## src/rtl/seg_scan_if.sv

```systemverilog
// Bundle between the datapath and the 7-segment scan driver. The datapath
// side (master) drives the result word and its capture strobe. The
// driver side (slave) drives the display pins and the frame pulse.
interface seg_scan_if;
    logic [31:0] value_in;
    logic        load;
    logic [6:0]  seg;
    logic [7:0]  an;
    logic        frame_done;

    modport master (
        output value_in,
        output load,
        input  seg,
        input  an,
        input  frame_done
    );

    modport slave (
        input  value_in,
        input  load,
        output seg,
        output an,
        output frame_done
    );
endinterface

```

## src/rtl/seg_scan_driver.sv

```systemverilog
// Multiplexed common-anode 8-digit hex display driver.
// Words are captured into a shadow register. They are promoted to the
// scanned word only at a frame boundary, so a frame never shows a mix of
// two words. Each digit slot starts with one dark cycle to avoid ghosting.
// Leading zero digits can be suppressed.
module seg_scan_driver #(
    parameter int REFRESH_CYCLES = 50000,
    parameter bit BLANK_LEADING  = 1'b1
) (
    input  logic        clk,
    input  logic        rst,
    seg_scan_if.slave   bus
);

    localparam logic [15:0] LAST_CNT = 16'(REFRESH_CYCLES - 1);

    logic [15:0] cnt_q,    cnt_d;
    logic [2:0]  idx_q,    idx_d;
    logic [31:0] shadow_q, shadow_d;
    logic [31:0] disp_q,   disp_d;
    logic [6:0]  seg_q,    seg_d;
    logic [7:0]  an_q,     an_d;
    logic        fd_q,     fd_d;

    logic        last_slot_s;
    logic        boundary_s;
    logic [7:0]  blank_s;
    logic [3:0]  nibble_s;

    // Hex digit to active-low {g,f,e,d,c,b,a} segment pattern.
    function automatic logic [6:0] hexdec(input logic [3:0] nib);
        logic [6:0] pat;
        case (nib)
            4'h0:    pat = 7'h40;
            4'h1:    pat = 7'h79;
            4'h2:    pat = 7'h24;
            4'h3:    pat = 7'h30;
            4'h4:    pat = 7'h19;
            4'h5:    pat = 7'h12;
            4'h6:    pat = 7'h02;
            4'h7:    pat = 7'h78;
            4'h8:    pat = 7'h00;
            4'h9:    pat = 7'h10;
            4'hA:    pat = 7'h08;
            4'hB:    pat = 7'h03;
            4'hC:    pat = 7'h46;
            4'hD:    pat = 7'h21;
            4'hE:    pat = 7'h06;
            4'hF:    pat = 7'h0E;
            default: pat = 7'h7F;
        endcase
        return pat;
    endfunction

    // Per-digit leading-zero blank mask. Digit 0 always stays lit, so a
    // zero word still shows a single "0".
    always_comb begin
        blank_s = 8'h00;
        for (int i = 1; i < 8; i++) begin
            if (BLANK_LEADING && ((disp_q >> (4 * i)) == 32'd0)) begin
                blank_s[i] = 1'b1;
            end else begin
                blank_s[i] = 1'b0;
            end
        end
    end

    assign last_slot_s = (cnt_q == LAST_CNT);
    assign boundary_s  = last_slot_s && (idx_q == 3'd7);
    assign nibble_s    = disp_q[{idx_q, 2'b00} +: 4];

    // Next-state logic for scan position, capture path and pin outputs.
    always_comb begin
        cnt_d    = cnt_q + 16'd1;
        idx_d    = idx_q;
        shadow_d = shadow_q;
        disp_d   = disp_q;
        fd_d     = 1'b0;
        seg_d    = 7'h7F;
        an_d     = 8'hFF;

        if (last_slot_s) begin
            cnt_d = 16'd0;
            idx_d = idx_q + 3'd1;
        end else begin
            cnt_d = cnt_q + 16'd1;
        end

        if (bus.load) begin
            shadow_d = bus.value_in;
        end else begin
            shadow_d = shadow_q;
        end

        // A load on the boundary edge goes straight into the scanned word.
        if (boundary_s) begin
            disp_d = bus.load ? bus.value_in : shadow_q;
            fd_d   = 1'b1;
        end else begin
            disp_d = disp_q;
            fd_d   = 1'b0;
        end

        if (blank_s[idx_q]) begin
            seg_d = 7'h7F;
        end else begin
            seg_d = hexdec(nibble_s);
        end

        // The first cycle of every slot is dark so the previous digit's
        // segments never bleed into the newly enabled anode.
        if ((cnt_q == 16'd0) || blank_s[idx_q]) begin
            an_d = 8'hFF;
        end else begin
            an_d = ~(8'b1 << idx_q);
        end
    end

    // State and output registers with asynchronous reset to a dark display.
    always_ff @(posedge clk or posedge rst) begin
        if (rst) begin
            cnt_q    <= 16'd0;
            idx_q    <= 3'd0;
            shadow_q <= 32'd0;
            disp_q   <= 32'd0;
            seg_q    <= 7'h7F;
            an_q     <= 8'hFF;
            fd_q     <= 1'b0;
        end else begin
            cnt_q    <= cnt_d;
            idx_q    <= idx_d;
            shadow_q <= shadow_d;
            disp_q   <= disp_d;
            seg_q    <= seg_d;
            an_q     <= an_d;
            fd_q     <= fd_d;
        end
    end

    assign bus.seg        = seg_q;
    assign bus.an         = an_q;
    assign bus.frame_done = fd_q;

endmodule

```

## src/flat_wrapper.sv

```systemverilog
// flat-port wrapper written by rule: the top's interface ports become plain ports
module seg_scan_driver_flat 
#(
    parameter int REFRESH_CYCLES = 50000,
    parameter bit BLANK_LEADING  = 1'b1
)
  (clk, rst, bus_value_in, bus_load, bus_seg, bus_an, bus_frame_done);
  seg_scan_if bus_i ();
  input  logic clk;
  input  logic rst;
  input wire logic [$bits(bus_i.value_in)-1:0] bus_value_in;
  input wire logic [$bits(bus_i.load)-1:0] bus_load;
  output wire logic [$bits(bus_i.seg)-1:0] bus_seg;
  output wire logic [$bits(bus_i.an)-1:0] bus_an;
  output wire logic [$bits(bus_i.frame_done)-1:0] bus_frame_done;
  assign bus_i.value_in = bus_value_in;
  assign bus_i.load = bus_load;
  assign bus_seg = bus_i.seg;
  assign bus_an = bus_i.an;
  assign bus_frame_done = bus_i.frame_done;
  seg_scan_driver #(.REFRESH_CYCLES(REFRESH_CYCLES), .BLANK_LEADING(BLANK_LEADING)) u_core (.clk(clk), .rst(rst), .bus(bus_i));
endmodule
```

## config.mk

```make
export PLATFORM = sky130hd
export DESIGN_NAME = seg_scan_driver_flat
export DESIGN_NICKNAME = d
export VERILOG_FILES = /design/src/rtl/seg_scan_if.sv /design/src/rtl/seg_scan_driver.sv /design/src/flat_wrapper.sv
export SDC_FILE = /design/constraint.sdc
export NUM_CORES = 1
export LEC_CHECK = 0
export CORE_UTILIZATION = 46
export DETAILED_ROUTE_END_ITERATION = 16
export GPL_TIMING_DRIVEN = 0
export HOLD_SLACK_MARGIN = 0.03
export PLACE_DENSITY_LB_ADDON = 0.08
export SLEW_MARGIN = 20
export SYNTH_ARGS = -nofsm -noshare
export SYNTH_HDL_FRONTEND = slang
export SYNTH_SLANG_ARGS = --single-unit
```

## constraint.sdc

```tcl
create_clock -name clk -period 4.3 [get_ports clk]
set_clock_uncertainty 0.15 [all_clocks]
set_input_delay 0.86 -clock clk [delete_from_list [all_inputs] [get_ports clk]]
set_output_delay 0.86 -clock clk [all_outputs]
set_load 0.01 [all_outputs]
```

======== Word level (Yosys, flattened, before mapping) ========
Memory sizes are Yosys's and may differ from the RTL's.
Cells that the tools add are included.
storage, ports and cells
  memories ................................ 1
  bits in registers ....................... 99
  bits in read-only memories .............. 112
  output and inout bits ................... 16
  word-level logic and storage cells ...... 40
  bits of input ports ..................... 35
memory list
  name             depth  width  read ports  clocked after Yosys merged registers in  wr ports  RTL line               text
  (no name shown)  16     7      1           0                                        0         seg_scan_driver.sv:33  case (nib)
cells by class
  shift-type cells ........................ 2
  equality and inequality tests ........... 2
  $add $sub $neg .......................... 2
  mux-type cells .......................... 14
  $lt $le $gt $ge ......................... 1
  bitwise operators ....................... 1
  reductions and logical operators ........ 10
operators by type and width
  cell                                                                   number
  32-bit logical NOT                                                     7
  32-bit 2-to-1 mux                                                      1
  32-bit by 6-bit variable part select with 4-bit output                 1
  16-bit by 1-bit adder with 16-bit output (second input constant)       1
  16-bit == test (second input constant)                                 1
  16-bit logical NOT                                                     1
  16-bit 2-to-1 mux                                                      1
  1-bit 2-to-1 mux                                                       9
  8-bit 2-to-1 mux                                                       1
  8-bit inverter                                                         1
  1-bit by 3-bit left shift with 8-bit output (first input constant)     1
  7-bit 2-to-1 mux                                                       1
  3-bit by 4-bit < comparator with 1-bit output (second input constant)  1
  3-bit by 1-bit adder with 3-bit output (second input constant)         1
  1-bit binary-select mux with 3-bit select                              1
  3-bit == test (second input constant)                                  1
  1-bit logical AND                                                      1
  1-bit logical OR                                                       1

======== Depth between registers and ports, before layout ========
  depth in word-level cells ............... 6
  mapped depth ............................ 8
  gate-level depth less buffers ........... 7

======== Worst setup path before layout ========
Ideal clock, no wire load.
  kind .................................... register to register
  start ................................... reg u_core.idx_q[1]
  end ..................................... reg u_core.seg_q[0] (netlist: u_core.bus.seg[0])
  clock period less this slack ............ 2384 ps
  data arrival time ....................... 2149 ps
  data required time ...................... 4065 ps
  library setup time ...................... 85 ps
  path buffers ............................ 1
  cell stages (with the launch flop) ...... 9
  setup slack ............................. 1916 ps
  cell sequence ........................... dfrtp_1 -> buf_6 -> mux4_2 -> mux2i_4 -> inv_1 -> ha_1 -> or3_1 -> o221ai_2 -> nand2_1
on the way
  cells in the longest elaborated chain, start to end .. 3
  elaborated cells between the ends (all ways) .. 5
  classes of those cells .................. shift: 1; mux: 3; memory: 1
RTL lines
  what                                                                                                                 RTL line                                       text
  start, declared                                                                                                      seg_scan_driver.sv:18                          logic [2:0] idx_q, idx_d;
  start signal, assigned                                                                                               seg_scan_driver.sv:131                         idx_q <= idx_d;
  32-bit by 6-bit variable part select with 4-bit output or 1-bit binary-select mux with 3-bit select (tied branches)  seg_scan_driver.sv:70, seg_scan_driver.sv:104
  memory 16 x 7 bit or 1-bit 2-to-1 mux (tied branches)                                                                n/a
  7-bit 2-to-1 mux (*)                                                                                                 seg_scan_driver.sv:104                         if (blank_s[idx_q]) begin
  via u_core.seg_d[0]                                                                                                  seg_scan_driver.sv:21                          logic [6:0] seg_q, seg_d;
  end signal, assigned                                                                                                 seg_scan_driver.sv:134                         seg_q <= seg_d;
  end, declared                                                                                                        seg_scan_driver.sv:21
Mark *: on every way through the listed nets, which the timed path passes. The rest lies on a longest branch. The select of a mux whose other input is x is not followed.
A chain may end at the register's enable or synchronous reset.

======== Final worst setup path ========
Ends and elaborated chain as after synthesis.

==> results.cfg <==
[outcome]
status = finished clean

[power]
p_total_mw = 1.694
p_leak_nw = 2.314
power_density_nw_per_um2 = 317.8
ir_drop_mv = 0.2290

[routing]
viasPerCell = 5.152
vias = 2684
wire_per_inst_um = 15.45
firstDrtPassIters = 4
drc = 0
ant_nets = 0
dr.first_iter.drc_count = 85
wirelength_mm = 8.050

[worst_setup_path]
critPathMaxFanout = 10
worst-setup-path-type = reg2reg
end_kind = flop
cp.required_ns = 4.43
cp-start-kind = flop
worstPathArrival_ns = 2.84

[logic_synthesis]
synth_top_area_cell = dfrtp_1
synth_nets = 377
synth_cells = 328
synth_area_per_cell_um2 = 13.69
synth_top_area_share = 0.4680
ys_seq_elements = 99
ys.flop_type = dfrtp_1
ys_types = 41
synth-async-reset-ratio = 1.000
seq_area_frac_synth = 0.5557
synth_edf_count = 0
syn-cell-area_um2 = 4492
yosys-top-cells-area = dfrtp_1, mux2_2, dfstp_2, ha_1, mux4_2
yosysWarnings = 0

[grt]
use_met3 = 0.04161
antenna_found_initial = 0
grtUsageMet2 = 0.2845
grt.met1_usage = 0.2501
grt_pass1_vias = 2751
grt_start_max_net_pins = 54
grt_pass1_wl_mm = 13.95
overflow = 0
busiest_layer = met2
grt.total_usage = 0.1805

[floorplanning]
dieArea_um2 = 10160
die_h_um = 100.8
rows = 35
core_area_um2 = 9328
ios = 51
die_w_um = 100.8
initial_core_util = 0.4816

[sta]
worst_slew_pin_slew_ns = 0.6589
hold_viol = 0
fin_crit_sh = 0.6302
fmaxAchievable_ghz = 0.3690
setup-violations-final = 0
setup_slack_ns = 1.590
fin_crit_ns = 2.710
slew_headroom = 0.5587
rsz0062_at_grt = no
final_max_slew_viol_count = 0

[finish]
diodes = 0
fillers = 782
stdcell_count = 521
nets = 438
drive_gt1_frac = 0.2806
synthToLayoutAreaGrowth_pct = 18.69

[cts]
cts-buffers-inserted = 9
cts_buffer_depth = 2
post_cts_buffers = 0
cts_resized = 0
cts_sinks = 99
clkTransAtPathRegs_ns = 0.09
cts_hold_buf = 0
cts-htree-levels = 3
cts_root_buffer = clkbuf_8
clock_latency_ns = 0.36
cts_tree = done

[job]
drv_cap = 0

[placed_design]
dp_hpwl_mm = 5.917
gp_congestion = 0.7532
placedCellCount = 507
pre_cts_slack_ns = 1.612
port_buffers = 49

[min_path]
hp-class = reg2reg
-- routing by layer --
metal	vias to the layer above	part of all wire
met1	1346	0.48
li1	1289	-
met2	42	0.49
met3	7	0.026
met4	0	0.0097
met5	-	0
-- critical path, stage by stage (launching register included) --
cell	delay (ns)
dfrtp_1	0.51
buf_6	0.21
mux4_2	0.53
mux2i_4	0.30
inv_1	0.11
ha_1	0.25
or3_1	0.41
o221ai_2	0.07
nand2_1	0.08
-- cell usage after synthesis (3+ instances only) --
| cell | instances |
|---|---|
| o211ai_1 | 3 |
| mux2_1 | 11 |
| dfrtp_1 | 84 |
| nor2_1 | 15 |
| dfstp_2 | 15 |
| nor3_1 | 5 |
| mux4_2 | 6 |
| o21ai_0 | 4 |
| mux2i_1 | 3 |
| nand3_1 | 15 |
| a21oi_1 | 6 |
| inv_1 | 9 |
| buf_1 | 3 |
| nand2_1 | 18 |
| nand4_1 | 3 |
| buf_2 | 6 |
| nor4_1 | 9 |
| mux2_2 | 54 |
| and3_1 | 3 |
| xor2_1 | 9 |
| buf_6 | 3 |
| xnor2_1 | 7 |
| ha_1 | 14 |
-- power by group --
| group | leakage (nW) | switching, mW | internal (mW) |
|---|---|---|---|
| clock | 0.0828 | 0.307 | 0.207 |
| sequential | 1.21 | 0.0214 | 0.986 |
| combinational | 1.02 | 0.0748 | 0.0987 |
| total | 2.31 | 0.403 | 1.29 |
-- stage by stage --
step | cell area, um2 | utilization | setup TNS (ns) | hold WS [ns]
4_1_cts | 5331 | 0.5716 | 0 | 0.3470
2_1_floorplan | 4492 | - | 0 | 0.2980
3_5_place_dp | 5176 | 0.5549 | 0 | 0.3253
5_1_grt | 5331 | 0.5716 | 0 | 0.3666
3_3_place_gp | 5144 | 0.5514 | -60.19 | 0.3240
6_report | 5331 | 0.5716 | 0 | 0.3497
-- state kept, by name, indices dropped and copies added, names as in the netlist --
| name | cells |
|---|---|
| u_core.cnt_q | 16 |
| u_core.idx_q | 3 |
| u_core.bus.an | 8 |
| u_core.bus.seg | 7 |
| u_core.bus.frame_done | 1 |
| u_core.disp_q | 32 |
| u_core.shadow_q | 32 |
-- worst paths after layout --
check / from / endpoint / slack [ns] / cells past startpoint
min in group asynchronous: rst / u_core.shadow_q[21] / 0.73 / 2
setup reg to reg: u_core.idx_q[1] / u_core.bus.seg[0] / 1.59 / 8
hold / removal: u_core.shadow_q[21] / u_core.shadow_q[21] / 0.35 / 1
max in group asynchronous: rst / u_core.bus.an[5] / 2.60 / 3
setup / recovery: u_core.idx_q[1] / u_core.bus.seg[0] / 1.59 / 8
hold reg to reg: u_core.shadow_q[21] / u_core.shadow_q[21] / 0.35 / 1
-- cells in the final DEF, fill, tap and decap left out, types with 4 or more instances in the layout --
cell / netlist / layout
clkdlybuf4s50_1: 0 / 49
buf_2: 6 / 6
nor2_1: 15 / 15
nand3_1: 15 / 15
xnor2_1: 7 / 7
a21oi_1: 6 / 6
o21ai_0: 4 / 4
dfrtp_1: 84 / 84
xor2_1: 9 / 9
clkbuf_8: 0 / 9
mux4_2: 6 / 6
dfstp_2: 15 / 15
inv_1: 9 / 8
nor4_1: 9 / 9
nor3_1: 5 / 5
mux2_1: 11 / 11
ha_1: 14 / 14
mux2_2: 54 / 54
nand2_1: 18 / 18
-- cell families (layout without fill, tap and decap cells) --
family / count (synthesis) / after routing / synth area share
AOI/OAI and AO/OA: 20 / 20 / 0.03148
xor gates and xnor gates: 16 / 16 / 0.03120
adders and majority gates: 14 / 14 / 0.03900
buffers and inverters: 23 / 87 / 0.02590
DFF: 99 / 99 / 0.5557
muxes: 80 / 80 / 0.2281
and+or+nand+nor: 76 / 76 / 0.08858
-- area by class of cell --
| class | instances | area [um2] | area share |
|---|---|---|---|
| Sequential cell | 99 | 2496 | 0.4682 |
| Multi-Input combinational cell | 206 | 1879 | 0.3525 |
| Timing Repair Buffer | 50 | 518.0 | 0.09716 |
| Tap cell | 129 | 161.4 | 0.03027 |
| Clock buffer | 10 | 127.6 | 0.02394 |
| Buffer | 13 | 78.83 | 0.01479 |
| Inverter | 10 | 42.54 | 0.007979 |
| Clock inverter | 4 | 27.53 | 0.005163 |
(Power assumes the default switching activity.)
